### src/rtl/bc_pass_ctrl_if.sv
// Bus bundle for bc_pass_ctrl: run control, pixel loader stream, host
// readback, square-generator port requests and the box-count RAM ports.
//   slave  : the controller side (bc_pass_ctrl)
//   master : the environment side (host, loader, square generator, RAM)
interface bc_pass_ctrl_if #(
  parameter int BOX_IDX  = 3,
  parameter int DATA_LEN = 8
);
  localparam int AW = 2*BOX_IDX+1;

  // run control / status
  logic                start;
  logic                abort;
  logic                busy;
  logic                done;
  logic [AW-1:0]       wr_count;
  // pixel loader
  logic                ld_valid;
  logic [DATA_LEN-1:0] ld_data;
  logic                ld_ready;
  // host readback
  logic                hr_valid;
  logic [AW-1:0]       hr_addr;
  logic                hr_ready;
  logic                hr_rvalid;
  logic [DATA_LEN-1:0] hr_rdata;
  // square generator
  logic                sqg_wen;
  logic [DATA_LEN-1:0] sqg_y;
  logic [AW-1:0]       sqg_rd_addr;
  logic [AW-1:0]       sqg_wr_addr;
  logic                bc_mode;
  // box-count RAM
  logic                ram_wen;
  logic [AW-1:0]       ram_wr_addr;
  logic [DATA_LEN-1:0] ram_wdata;
  logic [AW-1:0]       ram_rd_addr;
  logic [DATA_LEN-1:0] ram_rdata;

  modport slave (
    input  start, abort, ld_valid, ld_data, hr_valid, hr_addr,
           sqg_wen, sqg_y, sqg_rd_addr, sqg_wr_addr, ram_rdata,
    output busy, done, wr_count, ld_ready, hr_ready, hr_rvalid, hr_rdata,
           bc_mode, ram_wen, ram_wr_addr, ram_wdata, ram_rd_addr
  );

  modport master (
    output start, abort, ld_valid, ld_data, hr_valid, hr_addr,
           sqg_wen, sqg_y, sqg_rd_addr, sqg_wr_addr, ram_rdata,
    input  busy, done, wr_count, ld_ready, hr_ready, hr_rvalid, hr_rdata,
           bc_mode, ram_wen, ram_wr_addr, ram_wdata, ram_rd_addr
  );
endinterface

### src/rtl/bc_pass_ctrl.sv
// bc_pass_ctrl: sequencer and RAM port arbiter for one box-counting run.
//   IDLE  -> host owns the read port, nothing writes.
//   LOAD  -> loader stream writes 4**BOX_IDX pixel counts into the lower
//            half of each row pair (address bit BOX_IDX forced to 0).
//   REDUCE-> square generator released (bc_mode=0) for REDUCE_CYCLES
//            cycles and owns both RAM ports; its writes are counted.
//   DONE  -> host readback again; wr_count holds the pass write total.
// Ports: CLK, RST (async, active high) plus the bc_pass_ctrl_if slave
// modport carrying every handshake, status and RAM signal.
module bc_pass_ctrl #(
  parameter int BOX_IDX       = 3,
  parameter int DATA_LEN      = 8,
  parameter int REDUCE_CYCLES = 2**(2*BOX_IDX+1)
) (
  input logic           CLK,
  input logic           RST,
  bc_pass_ctrl_if.slave bus
);
  localparam int AW = 2*BOX_IDX+1;
  localparam int PW = 2*BOX_IDX;
  localparam int CW = (REDUCE_CYCLES > 1) ? $clog2(REDUCE_CYCLES) : 1;

  typedef enum logic [1:0] {IDLE, LOAD, REDUCE, DONE} state_e;

  state_e        state_q, state_d;
  logic [PW-1:0] ld_cnt_q, ld_cnt_d;
  logic [CW-1:0] cyc_cnt_q, cyc_cnt_d;
  logic [AW-1:0] wr_count_q, wr_count_d;
  logic          bc_mode_q, bc_mode_d;
  logic          hr_rvalid_q;

  logic ld_fire, host_side;

  assign host_side = (state_q == IDLE) || (state_q == DONE);
  assign ld_fire   = (state_q == LOAD) && bus.ld_valid;

  always_ff @(posedge CLK or posedge RST) begin
    if (RST) begin
      state_q     <= IDLE;
      ld_cnt_q    <= '0;
      cyc_cnt_q   <= '0;
      wr_count_q  <= '0;
      bc_mode_q   <= 1'b1;
      hr_rvalid_q <= 1'b0;
    end else begin
      state_q     <= state_d;
      ld_cnt_q    <= ld_cnt_d;
      cyc_cnt_q   <= cyc_cnt_d;
      wr_count_q  <= wr_count_d;
      bc_mode_q   <= bc_mode_d;
      // a read accepted just before an abort still returns its data
      hr_rvalid_q <= bus.hr_valid && host_side;
    end
  end

  always_comb begin
    state_d    = state_q;
    ld_cnt_d   = ld_cnt_q;
    cyc_cnt_d  = cyc_cnt_q;
    wr_count_d = wr_count_q;
    unique case (state_q)
      IDLE, DONE: begin
        if (bus.start) begin
          state_d    = LOAD;
          ld_cnt_d   = '0;
          wr_count_d = '0;
        end
      end
      LOAD: begin
        if (ld_fire) begin
          ld_cnt_d = ld_cnt_q + 1'b1;
          if (&ld_cnt_q) begin
            state_d   = REDUCE;
            cyc_cnt_d = '0;
          end
        end
      end
      REDUCE: begin
        cyc_cnt_d = cyc_cnt_q + 1'b1;
        if (bus.sqg_wen && (wr_count_q != '1))
          wr_count_d = wr_count_q + 1'b1;
        if (cyc_cnt_q == CW'(REDUCE_CYCLES-1)) begin
          state_d   = DONE;
          cyc_cnt_d = '0;
        end
      end
      default: state_d = IDLE;
    endcase
    // abort overrides everything, including a same-cycle start
    if (bus.abort) begin
      state_d    = IDLE;
      ld_cnt_d   = '0;
      cyc_cnt_d  = '0;
      wr_count_d = wr_count_q;
    end
    // registered so the generator is released exactly on REDUCE entry
    bc_mode_d = (state_d != REDUCE);
  end

  // RAM port mux: loader / square generator / host
  always_comb begin
    bus.ram_wen     = 1'b0;
    bus.ram_wr_addr = '0;
    bus.ram_wdata   = '0;
    bus.ram_rd_addr = bus.hr_addr;
    if (state_q == LOAD) begin
      bus.ram_wen     = ld_fire;
      bus.ram_wr_addr = {ld_cnt_q[PW-1:BOX_IDX], 1'b0, ld_cnt_q[BOX_IDX-1:0]};
      bus.ram_wdata   = bus.ld_data;
    end else if (state_q == REDUCE) begin
      bus.ram_wen     = bus.sqg_wen;
      bus.ram_wr_addr = bus.sqg_wr_addr;
      bus.ram_wdata   = bus.sqg_y;
      bus.ram_rd_addr = bus.sqg_rd_addr;
    end
  end

  assign bus.ld_ready  = (state_q == LOAD);
  assign bus.hr_ready  = host_side;
  assign bus.hr_rvalid = hr_rvalid_q;
  assign bus.hr_rdata  = bus.ram_rdata;
  assign bus.bc_mode   = bc_mode_q;
  assign bus.busy      = (state_q == LOAD) || (state_q == REDUCE);
  assign bus.done      = (state_q == DONE);
  assign bus.wr_count  = wr_count_q;
endmodule

### src/flat_wrapper.sv
// flat-port wrapper written by rule: the top's interface ports become plain ports
module bc_pass_ctrl_flat 
#(
  parameter int BOX_IDX       = 3,
  parameter int DATA_LEN      = 8,
  parameter int REDUCE_CYCLES = 2**(2*BOX_IDX+1)
)
  (CLK, RST, bus_start, bus_abort, bus_ld_valid, bus_ld_data, bus_hr_valid, bus_hr_addr, bus_sqg_wen, bus_sqg_y, bus_sqg_rd_addr, bus_sqg_wr_addr, bus_ram_rdata, bus_busy, bus_done, bus_wr_count, bus_ld_ready, bus_hr_ready, bus_hr_rvalid, bus_hr_rdata, bus_bc_mode, bus_ram_wen, bus_ram_wr_addr, bus_ram_wdata, bus_ram_rd_addr);
  bc_pass_ctrl_if #(.BOX_IDX(BOX_IDX), .DATA_LEN(DATA_LEN)) bus_i ();
  input logic CLK;
  input logic RST;
  input wire logic [$bits(bus_i.start)-1:0] bus_start;
  input wire logic [$bits(bus_i.abort)-1:0] bus_abort;
  input wire logic [$bits(bus_i.ld_valid)-1:0] bus_ld_valid;
  input wire logic [$bits(bus_i.ld_data)-1:0] bus_ld_data;
  input wire logic [$bits(bus_i.hr_valid)-1:0] bus_hr_valid;
  input wire logic [$bits(bus_i.hr_addr)-1:0] bus_hr_addr;
  input wire logic [$bits(bus_i.sqg_wen)-1:0] bus_sqg_wen;
  input wire logic [$bits(bus_i.sqg_y)-1:0] bus_sqg_y;
  input wire logic [$bits(bus_i.sqg_rd_addr)-1:0] bus_sqg_rd_addr;
  input wire logic [$bits(bus_i.sqg_wr_addr)-1:0] bus_sqg_wr_addr;
  input wire logic [$bits(bus_i.ram_rdata)-1:0] bus_ram_rdata;
  output wire logic [$bits(bus_i.busy)-1:0] bus_busy;
  output wire logic [$bits(bus_i.done)-1:0] bus_done;
  output wire logic [$bits(bus_i.wr_count)-1:0] bus_wr_count;
  output wire logic [$bits(bus_i.ld_ready)-1:0] bus_ld_ready;
  output wire logic [$bits(bus_i.hr_ready)-1:0] bus_hr_ready;
  output wire logic [$bits(bus_i.hr_rvalid)-1:0] bus_hr_rvalid;
  output wire logic [$bits(bus_i.hr_rdata)-1:0] bus_hr_rdata;
  output wire logic [$bits(bus_i.bc_mode)-1:0] bus_bc_mode;
  output wire logic [$bits(bus_i.ram_wen)-1:0] bus_ram_wen;
  output wire logic [$bits(bus_i.ram_wr_addr)-1:0] bus_ram_wr_addr;
  output wire logic [$bits(bus_i.ram_wdata)-1:0] bus_ram_wdata;
  output wire logic [$bits(bus_i.ram_rd_addr)-1:0] bus_ram_rd_addr;
  assign bus_i.start = bus_start;
  assign bus_i.abort = bus_abort;
  assign bus_i.ld_valid = bus_ld_valid;
  assign bus_i.ld_data = bus_ld_data;
  assign bus_i.hr_valid = bus_hr_valid;
  assign bus_i.hr_addr = bus_hr_addr;
  assign bus_i.sqg_wen = bus_sqg_wen;
  assign bus_i.sqg_y = bus_sqg_y;
  assign bus_i.sqg_rd_addr = bus_sqg_rd_addr;
  assign bus_i.sqg_wr_addr = bus_sqg_wr_addr;
  assign bus_i.ram_rdata = bus_ram_rdata;
  assign bus_busy = bus_i.busy;
  assign bus_done = bus_i.done;
  assign bus_wr_count = bus_i.wr_count;
  assign bus_ld_ready = bus_i.ld_ready;
  assign bus_hr_ready = bus_i.hr_ready;
  assign bus_hr_rvalid = bus_i.hr_rvalid;
  assign bus_hr_rdata = bus_i.hr_rdata;
  assign bus_bc_mode = bus_i.bc_mode;
  assign bus_ram_wen = bus_i.ram_wen;
  assign bus_ram_wr_addr = bus_i.ram_wr_addr;
  assign bus_ram_wdata = bus_i.ram_wdata;
  assign bus_ram_rd_addr = bus_i.ram_rd_addr;
  bc_pass_ctrl #(.BOX_IDX(BOX_IDX), .DATA_LEN(DATA_LEN), .REDUCE_CYCLES(REDUCE_CYCLES)) u_core (.CLK(CLK), .RST(RST), .bus(bus_i));
endmodule
### config.mk
export PLATFORM = sky130hd
export DESIGN_NAME = bc_pass_ctrl_flat
export DESIGN_NICKNAME = d
export VERILOG_FILES = /design/src/rtl/bc_pass_ctrl_if.sv /design/src/rtl/bc_pass_ctrl.sv /design/src/flat_wrapper.sv
export SDC_FILE = /design/constraint.sdc
export NUM_CORES = 1
export LEC_CHECK = 0
export CORE_MARGIN = 8
export CORE_UTILIZATION = 42
export CTS_CLUSTER_DIAMETER = 120
export DETAILED_ROUTE_END_ITERATION = 12
export PLACE_DENSITY_LB_ADDON = 0.05
export SYNTH_ARGS = -nofsm -noshare
export SYNTH_HDL_FRONTEND = slang
export SYNTH_SLANG_ARGS = --single-unit
### constraint.sdc
create_clock -name CLK -period 5.06 [get_ports CLK]
set_input_delay 1.265 -clock CLK [delete_from_list [all_inputs] [get_ports CLK]]
set_output_delay 1.265 -clock CLK [all_outputs]
set_load 0.02 [all_outputs]
==> qor.yml, run 1 <==
grt_pass1_vias: 1565
rsz0062_at_grt: "false"
gp_congestion: 0.776
grt-ovfl-total: 0
dp_cells: 296
p_switching_uw: 446
final_common_cell: "clkdlybuf4s50_1"
register_area_um2: 602
postLayoutCellArea_um2: 2520
rr_worst_depth: 6
synth_ff_type: "dfrtp_1"
placed_area_um2: 2450
fillers: 337
setup_viol: 0
worstHoldStart: "u_core.cyc_cnt_q[6]"
cts_tree: "yes"
p_int_uw: 631
final_cell_mix: "79 x clkdlybuf4s50_1, 23 x dfrtp_1, 15 x a22o_1"
grt_max_degree: 25
drv_cap: 0
ff2ff_setup_slack_ps: 2430
hold_path_class: "flop to flop"
synth-seq-cells: 24
hold_violations: 0
setup.worst_path.start_class: "flop"
synth_cells: 185
netlist.area_leader.share_pct: 33.7
ctsResizeCount: 0
crit_path_end_kind: "output pin"
clockBufferDepth: 2
drtAntennaViolNets: 0
coreArea_um2: 3970
yosysWarningCount: 0
num_rows: 23
slew_viol_final: 0
timing.rr.start: "u_core.state_q[1]"
swShare_pct: 41.4
seqPwrFrac_pct: 24.8
drive_gt1_share_pct: 5.20
r2r_end: "u_core.cyc_cnt_q[2]"
crit_required_ps: 3800
post_cts_buffers: 0
die_height_um: 79.8
power_density_nw_per_um2: 428
critPathLaunch: "u_core.state_q[1]"
via_per_inst: 5.37
die_area_um2: 6360
timing.final.crit_share_pct: 85.4
yosysSeqAreaShare_pct: 35.2
antenna_found_initial: 0
nets: 309
max_freq_mhz: 231
synth-edff-count: 0
clk_pin_slew_ps: 100
arrival_ps: 3060
async_flop_share_pct: 100
boundaryPins: 96
areaGrowthSynthToFinish_pct: 47.5
critPathMaxFanout: 24
dp.final_hpwl_mm: 4.21
wl_mm: 5.20
peakVddDrop_mv: 0.200
synth.top_cells.by_area: "dfrtp_1 34%, a22o_1 7.7%, ha_1 4.4%"
whs_path_depth: 1
skew_ps: 13.5
avgSynthCellArea_um2: 9.23
diodes: 0
drt-initial-drc-count: 90
holdBufCountCts: 0
cts_sinks: 24
period_minus_slack_ps: 4320
yosysUniqueCellTypes: 51
combPwrFrac_pct: 59.3
clockRootBuffer: "clkbuf_8"
syn-num-nets: 243
worstMarginPinSlew_ps: 970
multi_input_area_um2: 952
outcome: "finished, final reports clean"
start_util_pct: 43.0
p_clk_share_pct: 15.9
fp.dieW_um: 79.8
min_to: "u_core.cyc_cnt_q[6]"
syn_area_um2: 1710
leakage_nw: 1.02
htree_levels: 1
insertion_delay_ps: 270
numCtsBuffers: 3
grt_pass1_wl_mm: 8.01
final_cells: 300
first_pass_iters: 4
crit_type: "flop to output pin"
max_slew_margin_pct: 35.1
route.detailed.wl_per_inst_um: 17.3
drc: 0
setup_tns_ps: 0
track_usage_pct: 15.5
io_buffers: 79
synth_top_cell_by_area: "dfrtp_1"
vias: 1611
==> state kept, by name, summed over array words and instances (netlist names) <==
name                  flops
u_core.state_q            2
u_core.ld_cnt_q           6
u_core.cyc_cnt_q          7
u_core.bus.bc_mode        1
u_core.bus.hr_rvalid      1
u_core.bus.wr_count       7
==> how the worst max path moves through the flow <==
stage                          to  cells past startpoint
6_report       bus_ram_rd_addr[5]                      5
5_1_grt        bus_ram_rd_addr[0]                      5
4_1_cts        bus_ram_rd_addr[0]                      5
3_5_place_dp   bus_ram_rd_addr[5]                      5
3_3_place_gp   bus_ram_rd_addr[5]                      5
2_1_floorplan  bus_ram_rd_addr[1]                      6
==> power groups by stage <==
| stage | sequential [mW] | clock [mW] | combinational (mW) |
|---|---|---|---|
| finish | 0.267 | 0.171 | 0.639 |
| global route | 0.273 | 0.183 | 0.684 |
| CTS | 0.267 | 0.173 | 0.648 |
| detailed placement | 0.271 | 0 | 0.646 |
| global placement | 0.270 | 0 | 0.641 |
| floorplan | 0.292 | 0 | 0.373 |
==> metrics by stage <==
stage | total power [mW] | worst slack, ps | hold slack, ps | util (%)
2_1_floorplan | 0.665 | 2070 | 439 | -
3_3_place_gp | 0.911 | 1080 | 466 | 61.7
3_5_place_dp | 0.917 | 1030 | 479 | 61.7
4_1_cts | 1.09 | 730 | 494 | 63.5
5_1_grt | 1.14 | 550 | 542 | 63.5
6_report | 1.08 | 739 | 489 | 63.5
==> routing by layer <==
layer / global-route usage, % / routed length [um]
met3: 4.62 / 262
met5: 0 / 0
met1: 18.0 / 2050
met2: 28.0 / 2860
met4: 1.82 / 35
==> logic make-up (layout without fill, tap and decap cells) <==
logic type | count (synthesis) | after routing | synth area share [%]
buffers and inverters | 29 | 94 | 9.16
muxes | 11 | 11 | 7.11
and+or+nand+nor | 56 | 56 | 18.0
DFF | 24 | 24 | 35.2
adders and majority gates | 6 | 6 | 4.40
AOI/OAI and AO/OA | 59 | 59 | 26.1
==> critical path, cell delays in order (launching register included) <==
cell	delay [ps]
dfrtp_1	400
inv_1	80
ha_1	460
nor2b_2	880
mux2_2	410
clkdlybuf4s50_1	550
==> cell usage after synthesis, types with 3 or more instances <==
| cell type | count |
|---|---|
| dfrtp_1 | 23 |
| a22o_1 | 15 |
| nand3_1 | 12 |
| inv_1 | 11 |
| nand2_1 | 10 |
| buf_4 | 9 |
| o21ai_1 | 7 |
| ha_1 | 6 |
| buf_2 | 5 |
| mux2_1 | 5 |
| nand2b_1 | 5 |
| nor2_1 | 5 |
| o21ai_0 | 5 |
| a21o_1 | 4 |
| mux2_2 | 4 |
| nor3_1 | 4 |
| and3_1 | 3 |
| o211ai_1 | 3 |
| o31ai_1 | 3 |
| or3_1 | 3 |
==> final cells by class <==
type                    instances  share of cell area [%]
inverters                      11                    1.64
repair buffers                 79                    31.4
flip-flops and latches         24                    23.9
clock buffers                   3                    1.64
multi-input cells             132                    37.8
well taps                      50                    2.48
clock inverters                 1                    1.19
(Power assumes the default switching activity.)
==> run 2, diff against run 1 <==
==> constraint.sdc (replaced) <==
create_clock -name CLK -period 4.98 [get_ports CLK]
set_input_delay 1.245 -clock CLK [delete_from_list [all_inputs] [get_ports CLK]]
set_output_delay 1.245 -clock CLK [all_outputs]
set_load 0.02 [all_outputs]
==> run 2 against run 1 <==
  * Routed wire length is 1.1% lower
  * Setup slack better by 390 ps
  * Die area unchanged
  * Critical path depth grew 1
  * Hold slack got worse by 13 ps
  * Combinational power grew 2%
  * Critical endpoint is now bus_ram_rd_addr[6]
  * Clock power is essentially flat
  * Sequential share of layout area shrank 0.14 points
==> qor.yml, run 2 (synthesis gave the netlist of run 1 again) <==
setup_tns_ps: 0  # unchanged
crit_required_ps: 3730  # was 3800 ps
min_to: "u_core.cyc_cnt_q[6]"  # unchanged
fp.dieW_um: 79.8  # unchanged
dp_cells: 298  # was 296
num_rows: 23  # unchanged
ff2ff_setup_slack_ps: 2720  # was 2430 ps
setup_viol: 0  # unchanged
drv_cap: 0  # unchanged
timing.rr.start: "u_core.state_q[0]"  # was u_core.state_q[1]
die_area_um2: 6360  # unchanged
max_freq_mhz: 260
critPathSlowestCell: "clkdlybuf4s50_1"  # was nor2b_2
clk_pin_slew_ps: 90  # was 100 ps
final_cell_mix: "79 x clkdlybuf4s50_1, 23 x dfrtp_1, 15 x a22o_1"  # unchanged
gp_congestion: 0.771  # was 0.776
coreArea_um2: 3970  # unchanged
crit_path_end_kind: "output pin"  # unchanged
path_cells: "inv_1 -> ha_1 -> nor2b_2 -> buf_4 -> mux2_2 -> clkdlybuf4s50_1"  # was inv_1 -> ha_1 -> nor2b_2 -> mux2_2 -> clkdlybuf4s50_1
start_util_pct: 43.0  # unchanged
max_slew_margin_pct: 36.5  # was 35.1%
slew_viol_final: 0  # unchanged
holdBufCountCts: 0  # unchanged
drtAntennaViolNets: 0  # unchanged
peakVddDrop_mv: 0.208  # was 0.200 mV
p_total_mw: 1.10  # was 1.08 mW
rsz0062_at_grt: "false"  # unchanged
power_density_nw_per_um2: 433  # was 428 nW/um2
io_buffers: 79  # unchanged
period_minus_slack_ps: 3850
hold_violations: 0  # unchanged
final_common_cell: "clkdlybuf4s50_1"  # unchanged
boundaryPins: 96  # unchanged
crit_type: "flop to output pin"  # unchanged
fillers: 344  # was 337
cts_tree: "yes"  # unchanged
grt_max_degree: 25  # unchanged
numCtsBuffers: 3  # unchanged
dp.final_hpwl_mm: 4.10  # was 4.21 mm
grt_pass1_wl_mm: 8.27  # was 8.01 mm
diodes: 0  # unchanged
hold_path_class: "flop to flop"  # unchanged
clockRootBuffer: "clkbuf_8"  # unchanged
worst_path_largest_cell_delay_ps: 550  # was 880 ps
skew_ps: 4.65  # was 13.5 ps
antenna_found_initial: 0  # unchanged
outcome: "finished, final reports clean"  # unchanged
worstMarginPinSlew_ps: 951  # was 970 ps
cts_sinks: 24  # unchanged
track_usage_pct: 16.0  # was 15.5%
critPathMaxFanout: 24  # unchanged
post_cts_buffers: 0  # unchanged
final_cells: 302  # was 300
first_pass_iters: 4  # unchanged
areaGrowthSynthToFinish_pct: 48.4  # was 47.5%
r2r_end: "u_core.cyc_cnt_q[4]"  # was u_core.cyc_cnt_q[2]
via_per_inst: 5.36  # was 5.37
leakage_nw: 1.03  # was 1.02 nW
whs_path_depth: 1  # unchanged
setup.worst_path.start_class: "flop"  # unchanged
drive_gt1_share_pct: 5.95  # was 5.20%
nets: 311  # was 309
arrival_ps: 2600  # was 3060 ps
grt-ovfl-total: 0  # unchanged
wl_mm: 5.15  # was 5.20 mm
insertion_delay_ps: 270  # about the same
vias: 1619  # was 1611
clockBufferDepth: 2  # unchanged
worstHoldStart: "u_core.cyc_cnt_q[6]"  # unchanged
route.detailed.wl_per_inst_um: 17.0  # was 17.3 um
timing.final.crit_share_pct: 77.3
rr_worst_depth: 7  # was 6
drt-initial-drc-count: 74  # was 90
drc: 0  # unchanged
htree_levels: 1  # unchanged
grt_pass1_vias: 1600  # was 1565
die_height_um: 79.8  # unchanged
ctsResizeCount: 0  # unchanged
-- run 2: cell types whose count changed in the layout (fill, tap and decap cells not counted), sizes merged --
cell / delta
buf: +2
-- run 2: worst max-delay path: cells and delay by family (launching register included) --
kind	cells	cell delay, ps
simple gates	1	220
mux	1	370
buf+inv	3	910
flops	1	420
fa+ha+maj	1	410
-- run 2: worst max path at each step --
| stage | endpoint | slack [ps] | startpoint |
|---|---|---|---|
| after global placement | bus_ram_wen | 1180 | bus_sqg_wen |
| after CTS | bus_ram_rd_addr[3] | 1090 | u_core.state_q[0] |
| final | bus_ram_rd_addr[6] | 1130 | u_core.state_q[0] |
| after floorplan | bus_ram_rd_addr[1] | 2010 | u_core.state_q[1] |
| after detailed placement | bus_ram_wen | 1150 | bus_sqg_wen |
| after global routing | bus_ram_rd_addr[6] | 940 | u_core.state_q[0] |
-- run 2: routing by layer --
metal	GRT usage (%)	vias to the layer above	part of all wire, %	wire length (um)
met5	0	-	0	0
met4	2.18	0	0.86	44
met2	28.1	39	52	2700
met1	19.1	757	42	2160
li1	-	819	-	-
met3	4.62	4	4.8	246
-- run 2: area by class of cell --
| cell class | instances | area, um2 | area share [%] |
|---|---|---|---|
| clock buffer | 3 | 41.3 | 1.63 |
| clock inverter | 1 | 30.0 | 1.18 |
| inverter | 11 | 41.3 | 1.63 |
| multi-input combinational | 132 | 952 | 37.6 |
| sequential | 24 | 602 | 23.7 |
| tap | 50 | 62.6 | 2.47 |
| timing repair buffer | 81 | 806 | 31.8 |
-- run 2: through the flow --
| stage | hold WS [ps] | setup WS [ps] | instance area, um2 | util (%) |
|---|---|---|---|---|
| finish | 476 | 1130 | 2530 | 63.8 |
| global route | 520 | 937 | 2530 | 63.8 |
| CTS | 479 | 1090 | 2530 | 63.8 |
| detailed placement | 468 | 1150 | 2460 | 62.0 |
| global placement | 461 | 1180 | 2460 | 62.0 |
| floorplan | 439 | 2010 | 1710 | - |
-- run 2: report_power, final --
part / switching, mW / leakage (nW) / internal, mW
clock network: 0.0664 / 0.0357 / 0.107
logic: 0.346 / 0.666 / 0.307
registers: 0.0388 / 0.328 / 0.232
